**src/rtl/mult_pkg.sv**
```systemverilog
// -----------------------------------------------------------------------------
// mult_pkg
// Shared definitions for the sequential unsigned multiplier:
//   state_t      - FSM states (IDLE / RUN / DONE)
//   DEF_WIDTH    - default operand width
//   DEF_CNT_W    - iteration counter width for the default operand width
//   cnt_width()  - iteration counter width for an arbitrary operand width
// -----------------------------------------------------------------------------
package mult_pkg;

  typedef enum logic [1:0] {
    IDLE = 2'd0,
    RUN  = 2'd1,
    DONE = 2'd2
  } state_t;

  localparam int DEF_WIDTH = 32;
  localparam int DEF_CNT_W = $clog2(DEF_WIDTH + 1);

  function automatic int cnt_width(input int w);
    return $clog2(w + 1);
  endfunction

endpackage

```
**src/rtl/mult_u_step.sv**
```systemverilog
// -----------------------------------------------------------------------------
// mult_u_step
// One radix-2 shift-add iteration of an unsigned multiply (combinational).
// Ports:
//   acc      [WIDTH-1:0] in  : upper half of the working product
//   mq       [WIDTH-1:0] in  : lower half (unconsumed multiplier bits)
//   mcand    [WIDTH-1:0] in  : multiplicand
//   acc_nxt  [WIDTH-1:0] out : upper half after add-and-shift
//   mq_nxt   [WIDTH-1:0] out : lower half after add-and-shift
// -----------------------------------------------------------------------------
module mult_u_step
  import mult_pkg::*;
#(
  parameter int WIDTH = DEF_WIDTH
) (
  input  logic [WIDTH-1:0] acc,
  input  logic [WIDTH-1:0] mq,
  input  logic [WIDTH-1:0] mcand,
  output logic [WIDTH-1:0] acc_nxt,
  output logic [WIDTH-1:0] mq_nxt
);

  logic [WIDTH:0] w_addend;
  logic [WIDTH:0] w_sum;

  // The add is WIDTH+1 bits wide so the carry survives; it becomes the new
  // MSB of acc after the right shift.
  always_comb begin
    w_addend = mq[0] ? {1'b0, mcand} : '0;
    w_sum    = {1'b0, acc} + w_addend;
  end

  // {sum, mq} >> 1: sum[0] drops into the top of mq, mq[0] is consumed.
  assign acc_nxt = w_sum[WIDTH:1];
  assign mq_nxt  = {w_sum[0], mq[WIDTH-1:1]};

endmodule

```
**src/rtl/mult_u_seq.sv**
```systemverilog
// -----------------------------------------------------------------------------
// mult_u_seq
// Sequential unsigned multiplier, one multiplier bit per clock, producing the
// full 2*WIDTH product as HI/LO words behind a start/busy/done handshake.
// Ports:
//   clk          in  : rising-edge clock
//   reset        in  : asynchronous active-high reset
//   start        in  : request a multiply (sampled only in IDLE)
//   multiplicand in  : operand A [WIDTH-1:0], captured on the accepting edge
//   multiplier   in  : operand B [WIDTH-1:0], captured on the accepting edge
//   busy         out : high while iterating
//   done         out : one-cycle pulse after the product registers update
//   productHI    out : upper WIDTH bits of A*B (held until the next result)
//   productLO    out : lower WIDTH bits of A*B (held until the next result)
// -----------------------------------------------------------------------------
module mult_u_seq
  import mult_pkg::*;
#(
  parameter int WIDTH = DEF_WIDTH
) (
  input  logic             clk,
  input  logic             reset,
  input  logic             start,
  input  logic [WIDTH-1:0] multiplicand,
  input  logic [WIDTH-1:0] multiplier,
  output logic             busy,
  output logic             done,
  output logic [WIDTH-1:0] productHI,
  output logic [WIDTH-1:0] productLO
);

  localparam int CNT_W = cnt_width(WIDTH);

  state_t             r_state;
  state_t             w_state_nxt;

  logic [WIDTH-1:0]   r_mcand;
  logic [WIDTH-1:0]   r_acc;
  logic [WIDTH-1:0]   r_mq;
  logic [CNT_W-1:0]   r_count;
  logic [WIDTH-1:0]   r_prod_hi;
  logic [WIDTH-1:0]   r_prod_lo;

  logic [WIDTH-1:0]   w_acc_nxt;
  logic [WIDTH-1:0]   w_mq_nxt;
  logic               w_accept;
  logic               w_last_iter;

  mult_u_step #(
    .WIDTH (WIDTH)
  ) u_step (
    .acc     (r_acc),
    .mq      (r_mq),
    .mcand   (r_mcand),
    .acc_nxt (w_acc_nxt),
    .mq_nxt  (w_mq_nxt)
  );

  assign w_accept    = (r_state == IDLE) && start;
  // count is pre-increment, so WIDTH-1 marks the WIDTH-th iteration.
  assign w_last_iter = (r_state == RUN) && (r_count == CNT_W'(WIDTH - 1));

  // State register
  always_ff @(posedge clk or posedge reset) begin
    if (reset) begin
      r_state <= IDLE;
    end else begin
      r_state <= w_state_nxt;
    end
  end

  // Next-state logic; start is only looked at in IDLE.
  always_comb begin
    w_state_nxt = r_state;
    unique case (r_state)
      IDLE:    if (start)       w_state_nxt = RUN;
      RUN:     if (w_last_iter) w_state_nxt = DONE;
      DONE:                     w_state_nxt = IDLE;
      default:                  w_state_nxt = IDLE;
    endcase
  end

  // Working registers: loaded on acceptance, advanced once per RUN cycle.
  always_ff @(posedge clk or posedge reset) begin
    if (reset) begin
      r_mcand <= '0;
      r_acc   <= '0;
      r_mq    <= '0;
      r_count <= '0;
    end else if (w_accept) begin
      r_mcand <= multiplicand;
      r_acc   <= '0;
      r_mq    <= multiplier;
      r_count <= '0;
    end else if (r_state == RUN) begin
      r_acc   <= w_acc_nxt;
      r_mq    <= w_mq_nxt;
      r_count <= r_count + 1'b1;
    end
  end

  // Result registers take the post-shift value only on the final iteration,
  // so partial products never reach the outputs.
  always_ff @(posedge clk or posedge reset) begin
    if (reset) begin
      r_prod_hi <= '0;
      r_prod_lo <= '0;
    end else if (w_last_iter) begin
      r_prod_hi <= w_acc_nxt;
      r_prod_lo <= w_mq_nxt;
    end
  end

  assign busy      = (r_state == RUN);
  assign done      = (r_state == DONE);
  assign productHI = r_prod_hi;
  assign productLO = r_prod_lo;

endmodule

```
**config.mk**
```make
export PLATFORM = sky130hd
export DESIGN_NAME = mult_u_seq
export DESIGN_NICKNAME = d
export VERILOG_FILES = /design/src/rtl/mult_pkg.sv /design/src/rtl/mult_u_step.sv /design/src/rtl/mult_u_seq.sv
export SDC_FILE = /design/constraint.sdc
export NUM_CORES = 1
export LEC_CHECK = 0
export CORE_UTILIZATION = 54
export CTS_BUF_LIST = sky130_fd_sc_hd__clkbuf_2
export DETAILED_ROUTE_END_ITERATION = 8
export GPL_ROUTABILITY_DRIVEN = 0
export PLACE_DENSITY = 0.85
export SLEW_MARGIN = 10
export SYNTH_ARGS = -nofsm -noshare
export SYNTH_HDL_FRONTEND = slang
export SYNTH_HIERARCHICAL = 1
export SYNTH_SLANG_ARGS = --single-unit
```
**constraint.sdc**
```tcl
create_clock -name clk -period 5.5 [get_ports clk]
set_input_delay 0.55 -clock clk [delete_from_list [all_inputs] [get_ports clk]]
set_output_delay 0.55 -clock clk [all_outputs]
set_load 0.01 [all_outputs]
```
==> reports/metrics.csv <==
metric,value,unit
r2r_setup_slack,1840,ps
first_pass_iters,5,
whs,268.5,ps
slowest_delay,790,ps
required,6210,ps
synthMostInstantiatedCell,dfrtp_1,
outcome,"complete, no violations",
insertion_delay,780,ps
ys.flop_type,dfrtp_1,
fin_util,64.49,%
clockBufferDepth,2,
p_comb_share,51.1,%
synth_top_family_by_area,compound AO/OA/AOI/OAI gates,
syn-num-nets,876,
path_buf_inv,0,
num_vias,6286,
diodes,0,
timing.final.ws_setup,1837,ps
path_delay_family,simple AND/OR/NAND/NOR gates,
worstSetupPathType,reg -> reg,
ctsResizeCount,0,
ir_drop,314.4,uV
viasPerCell,5.820,
setup_viol,0,
min_path_type,in -> async,
die_area,16840,um2
antenna_found_initial,0,
grt_pass1_vias,6297,
cts_root_buffer,clkbuf_2,
synth-compound-area-share,15.88,%
max_cap_viol_count,0,
drv_slew,0,
die_w,129.8,um
synth-seq-cells,168,
start_kind,flop,
intPower,3.551,mW
clk_pin_slew,280,ps
timing.fmax,273.0,MHz
dp_slack,1862,ps
min_period,3663,ps
grt_pass1_wl,31100,um
cts_sinks,168,
cp_cell_sequence,"and2_1, ha_1, fa_1, a211oi_2, o211ai_1, nand3_2, nand2b_1, or4_4, a41o_1, a311o_1, mux2_2",
relSlewSlack,25.74,%
grt_max_degree,95,
yosysSeqAreaShare,47.68,%
drc_errors,0,
syn2layout_area_growth,16.19,%
pin_count,133,
powerDensity,574.7,nW/um2
syn_inst,775,
synth_top_area_cell,dfrtp_1,
gr-usage-all-layers,23.78,%
clkPwrFrac,11.8,%
fillers,1264,
postCtsSetupBuffers,0,
wirelength,19110,um
path_max_fanout,33,
synthMuxAreaShare,13.89,%
yosys_warnings,6,
leakage,4.734,nW
grt_overflow_total,0,
async_flop_share,100.0,%
tightest_slew,1109,ps
synth_area,8817,um2
final-hold-violation-count,0,
cp_slowest_cell,dfrtp_1,
synthAdderAreaFrac,4.910,%
synth_area_leaders,"dfrtp_1 48%, mux2_2 9.1%, ha_1 4.7%",
synth-simple-area-share,8.429,%
layout-drive-gt1-share,18.29,%
rows,46,
cts_buffers,17,
initial_utilization,55.51,%
final_min_period_over_clock_period,66.61,%
ys_top_cells_by_count,"168 x dfrtp_1, 71 x mux2_2, 57 x nand2_1",
power,5.888,mW
switchingPower,2.337,mW
core_area,15890,um2
tns,0,ps
synth.avg_cell_area,11.38,um2
ctsHoldBuffers,0,
synth_edf_count,0,
synth_xor_xnor_area_share,2.881,%
dpl.hpwl,13140,um
clock_skew,41.25,ps
nets,952,
ys_types,59,
seqPwrFrac,37.1,%
p_sw_share,39.69,%
drt_iter0_markers,407,
rsz0062_at_grt,no,
die_y,129.8,um
htree_levels,4,
avgRoutedWirePerCell,17.69,um
cp.arrival,4370,ps
synth_top_area_share,47.68,%
cts_tree,built,
antenna_left,0,
portBuffers,132,
cp-end-kind,flop,
## power by group through the flow
stage	registers [mW]	clock network [mW]	logic [mW]
global placement	2.18	0	2.89
CTS	2.19	0.716	3.00
global route	2.25	0.762	3.30
finish	2.18	0.697	3.01
floorplan	2.15	0	2.22
detailed placement	2.21	0	2.98
## layout make-up
cell class / instances / area, um2 / share of cell area, %
Sequential cell: 168 / 4204 / 41.04
Multi-Input combinational cell: 512 / 4071 / 39.74
Timing Repair Buffer: 142 / 1396 / 13.63
Tap cell: 216 / 270.3 / 2.638
Clock inverter: 15 / 175.2 / 1.710
Clock buffer: 17 / 85.08 / 0.8305
Inverter: 10 / 42.54 / 0.4152
## cell families (layout without fill, tap and decap cells)
logic type,Yosys count,after routing
buf+inv,95,184
flops,168,168
fa+ha+maj,34,34
simple gates,146,146
mux,100,100
xor+xnor,29,29
compound gates,203,203
## worst reg2reg max path: stages (launching register included)
cell,delay [ps]
dfrtp_1,790
and2_1,350
ha_1,210
fa_1,430
a211oi_2,260
o211ai_1,130
nand3_2,120
nand2b_1,80
or4_4,450
a41o_1,240
a311o_1,290
mux2_2,270
## cell usage in the layout, fill, tap and decap left out, types with 16 or more instances in the layout
cell | Yosys | routed
dfrtp_1 | 168 | 168
clkdlybuf4s50_1 | 0 | 132
mux2_2 | 71 | 71
nand2_1 | 57 | 57
o21ai_0 | 55 | 55
a22o_1 | 34 | 34
ha_1 | 33 | 33
and2_1 | 32 | 32
a22oi_1 | 31 | 31
a21oi_1 | 29 | 29
mux2_4 | 27 | 27
clkbuf_2 | 0 | 17
xnor2_1 | 16 | 16
## through the flow
| stage | instances | cell area [um2] |
|---|---|---|
| 2_1_floorplan | 775 | 8817 |
| 3_3_place_gp | 1048 | 9985 |
| 3_5_place_dp | 1048 | 9985 |
| 4_1_cts | 1080 | 10240 |
| 5_1_grt | 1080 | 10240 |
| 6_report | 1080 | 10240 |
## worst paths after layout
path                                        endpoint                   start  cells past startpoint
min in group clk              r_mcand[7]$_DFFE_PP0P_         multiplicand[7]                      2
setup reg to reg           productHI[29]$_DFFE_PP0P_     r_mq[0]$_DFFE_PP0P_                     11
setup / recovery           productHI[29]$_DFFE_PP0P_     r_mq[0]$_DFFE_PP0P_                     11
max in group asynchronous    r_mcand[12]$_DFFE_PP0P_                   reset                      3
hold reg to reg               r_count[5]$_DFFE_PP0P_  r_count[5]$_DFFE_PP0P_                      1
hold / removal             productLO[19]$_DFFE_PP0P_                   reset                      2
## registers in the layout (all words and copies together), names as in the netlist
register,count
productHI,32
productLO,32
r_acc,32
r_mcand,32
r_mq,32
r_count,6
r_state,2
## per-layer routing
layer	vias to the layer above	track usage [%]	wire length, um
met5	-	0	0
met4	0	8.345	359
met3	37	5.617	1243
met2	220	38.57	9073
met1	3105	31.35	8429
li1	2924	-	-
(Power assumes the default switching activity.)
